## src/rtl/rx_frame_seq.sv

```systemverilog
// Receive-frame sequencer: splits a Wishbone-style sample stream into OFDM
// symbols, tags each forwarded beat and caps the number of symbols per frame.
//
// state | meaning
// IDLE  | no frame open, counters at 0, waiting for the first beat
// RUN   | forwarding beats, tagging symbol index / start / preamble
// DROP  | symbol limit reached, beats acked and discarded
// CLOSE | upstream frame ended, draining the output register
module rx_frame_seq #(
   parameter int NFFT    = 2048,
   parameter int NPRE    = 2,
   parameter int MAX_SYM = 64,
   parameter int SW      = 8
) (
   input  logic          CLK_I,
   input  logic          RST_I,
   input  logic [31:0]   DAT_I,
   input  logic          CYC_I,
   input  logic          STB_I,
   input  logic          WE_I,
   output logic          ACK_O,
   output logic [31:0]   DAT_O,
   output logic          CYC_O,
   output logic          STB_O,
   output logic          WE_O,
   input  logic          ACK_I,
   output logic          SOS_O,
   output logic          PRE_O,
   output logic [SW-1:0] SYM_IDX_O,
   output logic          FRAME_DONE_O,
   output logic          ERR_PART_O,
   output logic          ERR_OVF_O
);

   localparam int LW = $clog2(NFFT);
   localparam logic [LW-1:0] SAMP_LAST = LW'(NFFT - 1);
   localparam logic [SW:0]   SYM_LAST  = (SW+1)'(MAX_SYM - 1);
   localparam logic [SW:0]   NPRE_C    = (SW+1)'(NPRE);

   typedef enum logic [1:0] {
      ST_IDLE,
      ST_RUN,
      ST_DROP,
      ST_CLOSE
   } state_t;

   state_t          state_q, state_d;
   logic [LW-1:0]   samp_q, samp_d;
   logic [SW:0]     sym_q, sym_d;
   logic [31:0]     dat_q, dat_d;
   logic            we_q, we_d;
   logic            sos_q, sos_d;
   logic            pre_q, pre_d;
   logic [SW-1:0]   idx_q, idx_d;
   logic            stb_q, stb_d;
   logic            cyc_q, cyc_d;
   logic            done_q, done_d;
   logic            err_part_q, err_part_d;
   logic            err_ovf_q, err_ovf_d;
   logic            ack;
   logic            in_xfer;
   logic            out_xfer;
   logic            load;

   // Upstream accept: back-pressure passes straight through while forwarding.
   always_comb begin
      ack = 1'b0;
      case (state_q)
         ST_IDLE, ST_RUN: ack = ~stb_q | ACK_I;
         ST_DROP:         ack = 1'b1;
         default:         ack = 1'b0;
      endcase
   end

   assign in_xfer  = STB_I & CYC_I & ack;
   assign out_xfer = stb_q & ACK_I;

   // Next-state, counter and output-register logic.
   always_comb begin
      state_d    = state_q;
      samp_d     = samp_q;
      sym_d      = sym_q;
      dat_d      = dat_q;
      we_d       = we_q;
      sos_d      = sos_q;
      pre_d      = pre_q;
      idx_d      = idx_q;
      stb_d      = stb_q & ~out_xfer;
      cyc_d      = cyc_q;
      done_d     = 1'b0;
      err_part_d = err_part_q;
      err_ovf_d  = err_ovf_q;
      load       = 1'b0;

      case (state_q)
         ST_IDLE: begin
            if (in_xfer) begin
               load       = 1'b1;
               cyc_d      = 1'b1;
               err_part_d = 1'b0;
               err_ovf_d  = 1'b0;
               state_d    = ST_RUN;
            end
         end
         ST_RUN: begin
            if (!CYC_I) begin
               err_part_d = (samp_q != '0);
               state_d    = ST_CLOSE;
            end else if (in_xfer) begin
               load = 1'b1;
               if (samp_q == SAMP_LAST && sym_q == SYM_LAST) begin
                  state_d = ST_DROP;
               end
            end
         end
         ST_DROP: begin
            if (!CYC_I) begin
               state_d = ST_CLOSE;
            end else if (in_xfer) begin
               err_ovf_d = 1'b1;
            end
         end
         default: begin
            if (!stb_q || out_xfer) begin
               cyc_d   = 1'b0;
               done_d  = 1'b1;
               stb_d   = 1'b0;
               samp_d  = '0;
               sym_d   = '0;
               state_d = ST_IDLE;
            end
         end
      endcase

      // A new beat overwrites the output register even if it drains this cycle.
      if (load) begin
         dat_d = DAT_I;
         we_d  = WE_I;
         sos_d = (samp_q == '0);
         pre_d = (sym_q < NPRE_C);
         idx_d = sym_q[SW-1:0];
         stb_d = 1'b1;
         if (samp_q == SAMP_LAST) begin
            samp_d = '0;
            sym_d  = sym_q + 1'b1;
         end else begin
            samp_d = samp_q + 1'b1;
         end
      end
   end

   // State and output registers with synchronous reset.
   always_ff @(posedge CLK_I) begin
      if (RST_I) begin
         state_q    <= ST_IDLE;
         samp_q     <= '0;
         sym_q      <= '0;
         dat_q      <= '0;
         we_q       <= 1'b0;
         sos_q      <= 1'b0;
         pre_q      <= 1'b0;
         idx_q      <= '0;
         stb_q      <= 1'b0;
         cyc_q      <= 1'b0;
         done_q     <= 1'b0;
         err_part_q <= 1'b0;
         err_ovf_q  <= 1'b0;
      end else begin
         state_q    <= state_d;
         samp_q     <= samp_d;
         sym_q      <= sym_d;
         dat_q      <= dat_d;
         we_q       <= we_d;
         sos_q      <= sos_d;
         pre_q      <= pre_d;
         idx_q      <= idx_d;
         stb_q      <= stb_d;
         cyc_q      <= cyc_d;
         done_q     <= done_d;
         err_part_q <= err_part_d;
         err_ovf_q  <= err_ovf_d;
      end
   end

   assign ACK_O        = ack;
   assign DAT_O        = dat_q;
   assign CYC_O        = cyc_q;
   assign STB_O        = stb_q;
   assign WE_O         = we_q;
   assign SOS_O        = sos_q;
   assign PRE_O        = pre_q;
   assign SYM_IDX_O    = idx_q;
   assign FRAME_DONE_O = done_q;
   assign ERR_PART_O   = err_part_q;
   assign ERR_OVF_O    = err_ovf_q;

endmodule
```

## config.mk

```make
export PLATFORM = sky130hd
export DESIGN_NAME = rx_frame_seq
export DESIGN_NICKNAME = d
export VERILOG_FILES = /design/src/rtl/rx_frame_seq.sv
export SDC_FILE = /design/constraint.sdc
export NUM_CORES = 1
export LEC_CHECK = 0
export BUFFER_PORTS_ARGS = -buffer_cell sky130_fd_sc_hd__buf_2
export CORE_ASPECT_RATIO = 0.9
export CORE_MARGIN = 2
export CORE_UTILIZATION = 35
export CTS_BUF_LIST = sky130_fd_sc_hd__clkbuf_4
export DETAILED_ROUTE_END_ITERATION = 16
export PLACE_DENSITY = 0.61
export SLEW_MARGIN = 40
export SYNTH_ARGS = -nofsm -noshare
export SYNTH_HDL_FRONTEND = slang
export SYNTH_SLANG_ARGS = --single-unit
```

## constraint.sdc

```tcl
create_clock -name CLK_I -period 4.7 [get_ports CLK_I]
set_input_delay 0.235 -clock CLK_I [delete_from_list [all_inputs] [get_ports CLK_I]]
set_output_delay 0.235 -clock CLK_I [all_outputs]
set_load 0.02 [all_outputs]
```

### After elaboration in Yosys (flattened, before gate mapping)

Cells that the tools add are included.

| word-level totals | value |
|---|---|
| input port bits | 38 |
| flip-flop bits (word level) | 70 |
| word-level logic and storage cells | 87 |
| output and inout bits | 49 |

| cells by class | value |
|---|---|
| reduce and logical (&&, ||, !) cells | 20 |
| add/sub/neg operators | 2 |
| order comparisons | 1 |
| equality and inequality tests | 12 |
| multiplexer cells | 31 |
| bitwise logic cells | 8 |

Operator list:

| cell | number |
|---|---|
| $mux W11 | 4 |
| $mux W9 | 4 |
| $mux W2 | 6 |
| $add A11 B1 Y11 const B | 1 |
| $eq A11 B11 Y1 const B | 1 |
| $logic_not A11 Y1 | 1 |
| $mux W1 | 11 |
| $reduce_bool A11 Y1 | 1 |
| $ne A2 B2 Y1 const B | 5 |
| $pmux W1 S2 | 5 |
| $add A9 B1 Y9 const B | 1 |
| $eq A9 B6 Y1 const B | 1 |
| $lt A9 B2 Y1 const B | 1 |
| $reduce_bool A2 Y1 | 4 |
| $ne A3 B3 Y1 const B | 2 |
| $pmux W2 S3 | 1 |
| $reduce_and A3 Y1 | 2 |
| $reduce_and A5 Y1 | 1 |
| $and A1 B1 Y1 | 4 |
| $reduce_and A4 Y1 | 1 |
| $reduce_bool A4 Y1 | 1 |
| $reduce_or A2 Y1 | 2 |
| $reduce_or A4 Y1 | 1 |
| $not A1 Y1 | 3 |
| 10 further kinds | 10 |

### Longest topological paths before layout

Gate-level depths: netlist (run 1).

| logic depth | value |
|---|---|
| word-level depth | 9 |
| mapped depth | 8 |
| gate-level depth less buffers | 7 |

### Least setup slack after synthesis (run 1)

Ideal clock, no wire load.

| timing | value |
|---|---|
| kind | register to register |
| from | reg state_q[1] |
| to | reg samp_q[8] |
| cell stages (with the launch flop) | 8 |
| arrival | 1.864 ns |
| library setup time | 0.070 ns |
| slack | 2.767 ns |
| clock period less this slack | 1.933 ns |
| path buffers | 1 |
| required time | 4.630 ns |
| cells stage by stage | dfxtp_1 > inv_1 > ha_1 > clkbuf_1 > o2111ai_4 > a21o_1 > or4_1 > a21oi_1 |

| between the ends | value |
|---|---|
| cells in the longest elaborated chain, start to end | 9 |
| elaborated cells on any way between the ends | 14 |
| those cells by class | eq/ne (3); mux (5); bitwise (1); reduce/logical (5) |

RTL lines:

| item | RTL line | RTL |
|---|---|---|
| start: declaration | 47 | `state_t state_q, state_d;` |
| start signal: assignment | 169 | `state_q <= state_d;` |
| $eq A2 B1 Y1 / $logic_not A2 Y1 (equally long branches) | 68, 95 |  |
| $reduce_or A2 Y1 | 68 | `case (state_q)` |
| $pmux W1 S2 | 68 |  |
| $and A1 B1 Y1 | 75 | `assign in_xfer = STB_I & CYC_I & ack;` |
| $mux W1 | 97, 109 |  |
| $mux W1 | 106 | `if (!CYC_I) begin` |
| $pmux W1 S2 | 95 | `case (state_q)` |
| $ne A2 B1 Y1 (no source line) / $reduce_bool A2 Y1 (equally long branches) | - |  |
| $reduce_and A2 Y1 (no source line) | - |  |
| end signal: assignment | 170 | `samp_q <= samp_d;` |
| end: declaration | 48 | `logic [LW-1:0] samp_q, samp_d;` |

Several ways; a longest one is shown, not always the timed one.
A chain may end at the register's enable or synchronous reset.

### Final worst setup path (run 1)

| timing | value |
|---|---|
| from | reg state_q[1] |
| to | reg sym_q[7] |

| between the ends | value |
|---|---|
| cells in the longest elaborated chain, start to end | 8 |
| elaborated cells on any way between the ends | 13 |
| those cells by class | eq/ne (2); mux (7); bitwise (1); reduce/logical (3) |

RTL lines:

| item | RTL line | RTL |
|---|---|---|
| $eq A2 B1 Y1 / $logic_not A2 Y1 (equally long branches) | 68, 95 |  |
| $reduce_or A2 Y1 | 68 |  |
| $pmux W1 S2 | 68 |  |
| $and A1 B1 Y1 | 75 |  |
| $mux W1 | 97, 109 |  |
| $mux W1 | 106 |  |
| $pmux W1 S2 | 95 |  |
| $mux W9 (*) | 136 | `if (load) begin` |
| end signal: assignment | 171 | `sym_q <= sym_d;` |
| end: declaration | 49 | `logic [SW:0] sym_q, sym_d;` |

Every way passes the cells marked *; elsewhere a longest branch is shown, timed or not.

==> run_results.csv, run 1 <==
group,metric,value,unit
cells_and_area,final-seq-area,1401,sq um
timing,tightest_slew,0.7248,ns
pwr,pwr-share-clk,25.3,%
cells_and_area,layout.cells.non_filler,584,
pwr,leakage,1.506,nW
grt,grt_start_max_net_pins,70,
routing,post_drt_via_cell_ratio,4.897,
timing,rsz0062_at_grt,"false",
timing,fmax,370.7,MHz
timing,setup_viol,0,
clock_tree,clk_pin_slew,0.12,ns
yosys,syn_inst,385,
outcome,status,"completed",
timing,post-route-period-util,57.40,%
yosys,ys_ff_latch,70,
routing,drt-wirelength-per-cell,12.46,um
grt,grt_pass1_wl,12.06,mm
timing,hold_violations,0,
die,die_y,92.86,um
yosys,async_flop_share,0,%
worst_setup_path,worst_ep_arrival_time,3.02,ns
grt,grt_usage,15.58,%
routing,drc_errors,0,
place,gp_congestion,0.7816,
timing,period_needed,2.698,ns
hold_path,hp-class,"in2reg",
cells_and_area,area_growth,20.46,%
yosys,syn_nets,430,
pwr,switchingPower,523.3,uW
clock_tree,clock-sinks,70,
grt,overflow,0,
clock_tree,cts-root-buf,"clkbuf_4",
worst_setup_path,critPathKind,"reg2reg",
timing,setup_tns,0,ns
worst_setup_path,crit_chain,"inv_1, ha_1, o2111a_1, buf_4, nand3_1, or3_1, a31oi_1",
routing,dr.pass1.iters,4,
worst_setup_path,critPathLaunchType,"flip-flop",
pwr,power.density,401.4,nW/um^2
die,coreArea,8528,sq um
pwr,ir_worst_vdd,0.0001882,V
cells_and_area,layout_commonest_cell,"nand2_1",
clock_tree,h-tree-depth,3,
yosys,syn-cell-area,3070,sq um
timing,slew_headroom,51.68,%
yosys,synth_top_area_share,45.64,%
cells_and_area,drive_above_1_share,24.09,%
clock_tree,clock_path_buffers,2,
die,placementRows,32,
pwr,power_frac_comb,28.7,%
yosys,synth_largest_area_cell,"dfxtp_1",
place,hpwlAfterDp,4.984,mm
clock_tree,holdBufCountCts,0,
cells_and_area,mostFrequentLayoutCells,"nand2_1 (97), buf_2 (86), dfxtp_1 (70)",
pwr,intPower,961.2,uW
worst_setup_path,path_delay_family,"compound AO/OA/AOI/OAI gates",
routing,ant_nets,0,
place,pre_cts_ws,1.998,ns
timing,fin_skew,0.01506,ns
timing,fin_ws,2.002,ns
yosys,synth.area.top_cells,"dfxtp_1 (46%), nand2_1 (12%), a21oi_1 (9.9%)",
timing,slew_viol_final,0,
cells_and_area,antennaDiodeCount,0,
die,fp.dieW,102.7,um
routing,drt_wl_total,7.275,mm
cells_and_area,finalNetCount,505,
yosys,synth-main-ff-cell,"dfxtp_1",
yosys,syn-mean-instance-area,7.975,sq um
worst_setup_path,slowest_stage,"o2111a_1",
clock_tree,cts_made_buffers,9,
yosys,synth-edff-count,0,
yosys,yosysSeqAreaShare,45.64,%
cells_and_area,fill_cells,890,
yosys,synth_cell_types,46,
yosys,yosysWarningCount,0,
cells_and_area,finalInstanceArea,3699,sq um
place,port_buffers,86,
cells_and_area,multi_input_area,1514,sq um
grt,antenna_found_initial,0,
place,placed_cells,568,
worst_setup_path,slowest_delay,0.61,ns
clock_tree,cts_tree,"built",
clock_tree,clk_latency,0.39,ns
routing,drtIter0Drc,176,
clock_tree,ctsResizeCount,0,
die,die_area,9539,sq um
clock_tree,cts_setup_buffers,0,
grt,grt_pass1_vias,2693,
routing,vias,2860,
worst_setup_path,crit_buf_inv,2,
flow_run,cap_violations,0,
worst_setup_path,worstPathMaxFanout,30,
pwr,swShare,35.25,%
die,initial_core_util,36.00,%
pwr,pwr-share-seq,46.0,%
worst_setup_path,cp_data_required_time,5.02,ns
worst_setup_path,crit_path_end_kind,"flip-flop",
die,io_pins,87,
place,postPlaceCellArea,3566,sq um
-- sequential cells by signal, summed over array words and instances, names as in the netlist --
signal and cells:
DAT_O 32, samp_q 11, sym_q 9, SYM_IDX_O 8
state_q 2, CYC_O 1, ERR_OVF_O 1, ERR_PART_O 1
FRAME_DONE_O 1, PRE_O 1, SOS_O 1, STB_O 1
WE_O 1
-- cells by family after synthesis --
logic type	Yosys count	share of synthesized area, %
XOR/XNOR	1	0.2853
flip-flops	70	45.64
AO/OA/AOI/OAI	97	19.23
multiplexers	2	0.6520
adder cells (fa/ha/maj)	7	2.852
buffers and inverters	35	5.053
AND/OR/NAND/NOR	173	26.28
-- final cells by class --
class / count / area share [%]
clock buffers: 11 / 2.233
clock inverters: 5 / 1.353
inverters: 9 / 0.9134
multi-input cells: 280 / 40.93
flip-flops and latches: 70 / 37.89
well taps: 119 / 4.026
repair buffers: 90 / 12.65
-- through the flow --
stage	util [%]	hold slack [ns]	power, mW
after floorplan	-	0.3710	1.006
after global placement	41.64	0.4397	1.111
after detailed placement	41.81	0.4441	1.129
after CTS	43.37	0.02712	1.510
after global routing	43.37	0.02596	1.588
final	43.37	0.06184	1.484
-- per-layer routing --
layer / vias to the layer above / part of all wire [%] / track usage [%]
met5: - / 0 / 0
met3: 4 / 8.4 / 6.717
met2: 90 / 43 / 23.91
met4: 0 / 0.49 / 2.961
met1: 1277 / 48 / 20.51
li1: 1489 / - / -
-- cell usage after synthesis, drive strengths merged (2+ instances only) --
cell type,instances
a41oi,2
nand4,5
nor3,12
a221o,2
a21boi,2
or4,2
a211oi,5
a21oi,61
o21ai,11
nor2b,2
nand2,97
nor3b,3
o31ai,2
or3,2
a31oi,4
ha,7
nor4,4
nand3b,5
inv,9
nand2b,4
mux2i,2
and3,4
nand3,14
dfxtp,70
buf,10
clkbuf,16
nor2,18
-- path summary, 6_finish.rpt --
kind,to,cells after the start,startpoint,slack [ns]
hold / removal,samp_q[0]$_SDFFE_PP0P_,2,RST_I,0.06
setup reg to reg,sym_q[7]$_SDFF_PP0_,7,state_q[1]$_SDFFE_PP0P_,2.00
hold reg to reg,DAT_O[23]$_SDFFE_PP0P_,2,DAT_O[23]$_SDFFE_PP0P_,0.46
setup / recovery,sym_q[7]$_SDFF_PP0_,7,state_q[1]$_SDFFE_PP0P_,2.00
-- power by group through the flow --
stage	clock network, mW	logic (mW)	registers (mW)
finish	0.375	0.427	0.683
global route	0.415	0.481	0.691
CTS	0.394	0.433	0.684
detailed placement	0	0.432	0.697
global placement	0	0.415	0.695
floorplan	0	0.258	0.749
(Power assumes the default switching activity.)
==> inputs of run 2 (changes only) <==
--- a/config.mk
+++ b/config.mk
@@ -5,6 +5,7 @@
 export SDC_FILE = /design/constraint.sdc
 export NUM_CORES = 1
 export LEC_CHECK = 0
+export ABC_AREA = 1
 export BUFFER_PORTS_ARGS = -buffer_cell sky130_fd_sc_hd__buf_2
 export CORE_ASPECT_RATIO = 0.9
 export CORE_MARGIN = 2
==> constraint.sdc (replaced) <==
create_clock -name CLK_I -period 2.6 [get_ports CLK_I]
set_input_delay 0.13 -clock CLK_I [delete_from_list [all_inputs] [get_ports CLK_I]]
set_output_delay 0.13 -clock CLK_I [all_outputs]
set_load 0.02 [all_outputs]
==> run 2 against run 1 <==
Clock power increased by 110%. Global-route usage is 0.39 points higher. Register-to-register slack got worse by 1.5 ns. Flip-flop and latch count unchanged. Die area rose by 4.7%. Synthesized cell count rose by 15%. Worst setup slack got worse by 1.5 ns. Total power up 110%. Cell area rose by 14%. Area after synthesis increased by 4.9%. Final cell count is 17% higher. Largest cell class unchanged.
==> run_results.csv, run 2 <==
group,metric,value,unit
outcome,status,"completed",
timing,setup_viol,0,
place,hpwlAfterDp,5.365,mm
die,fp.dieW,105.1,um
cells_and_area,layout.cells.non_filler,685,
yosys,synth_top_area_share,43.50,%
yosys,yosysWarningCount,0,
worst_setup_path,worst_ep_arrival_time,2.41,ns
place,gp_congestion,0.8178,
grt,antenna_found_initial,0,
cells_and_area,fill_cells,920,
worst_setup_path,reg2reg_depth,9,
routing,post_drt_via_cell_ratio,4.639,
clock_tree,cts_setup_buffers,0,
timing,holdWs,0.1443,ns
cells_and_area,drive_above_1_share,22.91,%
timing,fmax,468.1,MHz
place,port_buffers,86,
worst_setup_path,r2r_slack,0.46,ns
hold_path,hp-class,"in2reg",
die,initial_core_util,35.63,%
die,io_pins,87,
timing,hold_violations,0,
timing,fin_skew,0.01305,ns
clock_tree,cts_tree,"built",
pwr,swShare,36.59,%
pwr,switchingPower,1.123,mW
pwr,power_frac_comb,32.7,%
place,pre_cts_ws,0.4667,ns
timing,rsz0062_at_grt,"false",
flow_run,cap_violations,0,
cells_and_area,utilization,46.64,%
routing,dr.pass1.iters,4,
yosys,synth.area.top_cells,"dfxtp_1 (43%), nand2_1 (16%), a21oi_1 (9.3%)",
hold_path,holdPathStages,4,
clock_tree,cts-root-buf,"clkbuf_4",
timing,post-route-period-util,82.17,%
grt,grt_pass1_wl,13.00,mm
pwr,intPower,1.946,mW
cells_and_area,antennaDiodeCount,0,
yosys,syn-mean-instance-area,7.289,sq um
yosys,yosys-top-cells-count,"nand2_1 (135), dfxtp_1 (70), a21oi_1 (60)",
routing,ant_nets,0,
yosys,syn-cell-area,3222,sq um
routing,drc_errors,0,
timing,period_needed,2.136,ns
yosys,synth-main-ff-cell,"dfxtp_1",
worst_setup_path,cp_data_required_time,2.87,ns
yosys,synth.most_common_cell,"nand2_1",
hold_path,hold_end,"STB_O$_SDFF_PP0_",
pwr,ir_worst_vdd,0.0003699,V
routing,drt_wl_total,8.102,mm
timing,slew_viol_final,0,
worst_setup_path,critPathLaunchType,"flip-flop",
cells_and_area,layout_commonest_cell,"nand2_1",
timing,setup_tns,0,ns
timing,fin_ws,0.4636,ns
clock_tree,clk_latency,0.41,ns
yosys,syn_nets,487,
yosys,synth_largest_area_cell,"dfxtp_1",
die,die_area,9990,sq um
worst_setup_path,reg2reg_from,"state_q[1]$_SDFFE_PP0P_",
worst_setup_path,crit_path_end_kind,"flip-flop",
routing,drt-wirelength-per-cell,11.83,um
clock_tree,clk_pin_slew,0.11,ns
yosys,async_flop_share,0,%
clock_tree,cts_made_buffers,9,
yosys,yosysSeqAreaShare,43.50,%
hold_path,min_from,"ACK_I",
grt,grt_usage,15.97,%
clock_tree,clock-sinks,70,
grt,grt_start_max_net_pins,51,
die,die_y,95.02,um
worst_setup_path,worstPathMaxFanout,33,
clock_tree,h-tree-depth,3,
cells_and_area,largest_register_ffs,32,
die,placementRows,33,
routing,drtIter0Drc,111,
yosys,ys_ff_latch,70,
pwr,pwr-share-seq,41.5,%
cells_and_area,area_growth,30.91,%
die,coreArea,9042,sq um
routing,vias,3178,
pwr,power.density,727.6,nW/um^2
yosys,synth_cell_types,32,
clock_tree,clock_path_buffers,2,
place,placed_cells,636,
worst_setup_path,critPathKind,"reg2reg",
worst_setup_path,r2r-end,"samp_q[6]$_SDFFE_PP0P_",
grt,grt_pass1_vias,2914,
grt,overflow,0,
yosys,synth-edff-count,0,
yosys,syn_inst,442,
timing,slew_headroom,58.52,%
cells_and_area,mostFrequentLayoutCells,"nand2_1 (135), buf_2 (86), dfxtp_1 (70)",
pwr,pwr-share-clk,25.7,%
cells_and_area,finalNetCount,603,
timing,tightest_slew,0.6214,ns
pwr,leakage,1.976,nW
-- run 2: cell types whose count changed after synthesis, moves of 8 or more --
cell and delta:
clkbuf_1 -8, inv_1 +30, nand2_1 +38, nor2_1 +24
nor3_1 -9, o21ai_0 +8
-- run 2: power groups by stage --
stage	combinational (mW)	clock (mW)	sequential, mW
5_1_grt	1.10	0.854	1.29
4_1_cts	1.00	0.816	1.27
2_1_floorplan	0.561	0	1.43
6_report	1.00	0.789	1.27
3_5_place_dp	0.965	0	1.30
3_3_place_gp	0.957	0	1.29
-- run 2: what timing repair did --
action | CTS | global route
gates resized for setup | 0 | 0
hold endpoints to repair | 33 | 0
hold buffers | 33 | 0
-- run 2: critical path, stage by stage, from the launching register on --
cell and delay [ns]:
dfxtp_1 0.48, inv_1 0.13, ha_1 0.27, nor2_1 0.17, inv_1 0.09, nand3_2 0.25, buf_4 0.39, nor2_1 0.10
nand2_1 0.08, a21oi_1 0.06
-- run 2: final cells by class --
type	count	area [sq um]	area share, %
Sequential cell	70	1401	33.22
Clock inverter	6	86.33	2.047
Clock buffer	10	75.07	1.780
Timing Repair Buffer	124	798.3	18.93
Multi-Input combinational cell	313	1551	36.78
Tap cell	122	152.6	3.619
Inverter	40	152.6	3.619
-- run 2: how the worst max path moves through the flow --
stage	start	to	slack [ns]
floorplan	state_q[1]$_SDFFE_PP0P_	sym_q[2]$_SDFF_PP0_	0.88
global placement	state_q[1]$_SDFFE_PP0P_	samp_q[8]$_SDFFE_PP0P_	0.56
detailed placement	state_q[1]$_SDFFE_PP0P_	samp_q[6]$_SDFFE_PP0P_	0.47
CTS	state_q[1]$_SDFFE_PP0P_	samp_q[6]$_SDFFE_PP0P_	0.45
global route	state_q[1]$_SDFFE_PP0P_	samp_q[6]$_SDFFE_PP0P_	0.24
finish	state_q[1]$_SDFFE_PP0P_	samp_q[6]$_SDFFE_PP0P_	0.46
-- run 2: metrics by stage --
step / instance area [sq um] / power, mW
2_1_floorplan: 3222 / 1.994
3_3_place_gp: 3726 / 2.251
3_5_place_dp: 3726 / 2.262
4_1_cts: 4218 / 3.095
5_1_grt: 4218 / 3.249
6_report: 4218 / 3.069
-- run 2: metal layers --
metal	vias up	GRT usage, %	part of all wire, %
met5	-	0	0
met4	0	5.556	0.89
met3	6	4.170	2.7
met2	52	27.38	51
met1	1479	19.62	45
li1	1641	-	-
-- run 2: cell families after synthesis --
group,share of synthesized area [%]
and+or+nand+nor,30.33
AOI/OAI and AO/OA,14.84
DFF,43.50
buffers and inverters,8.350
adders and majority gates,2.718
xor gates and xnor gates,0.2719
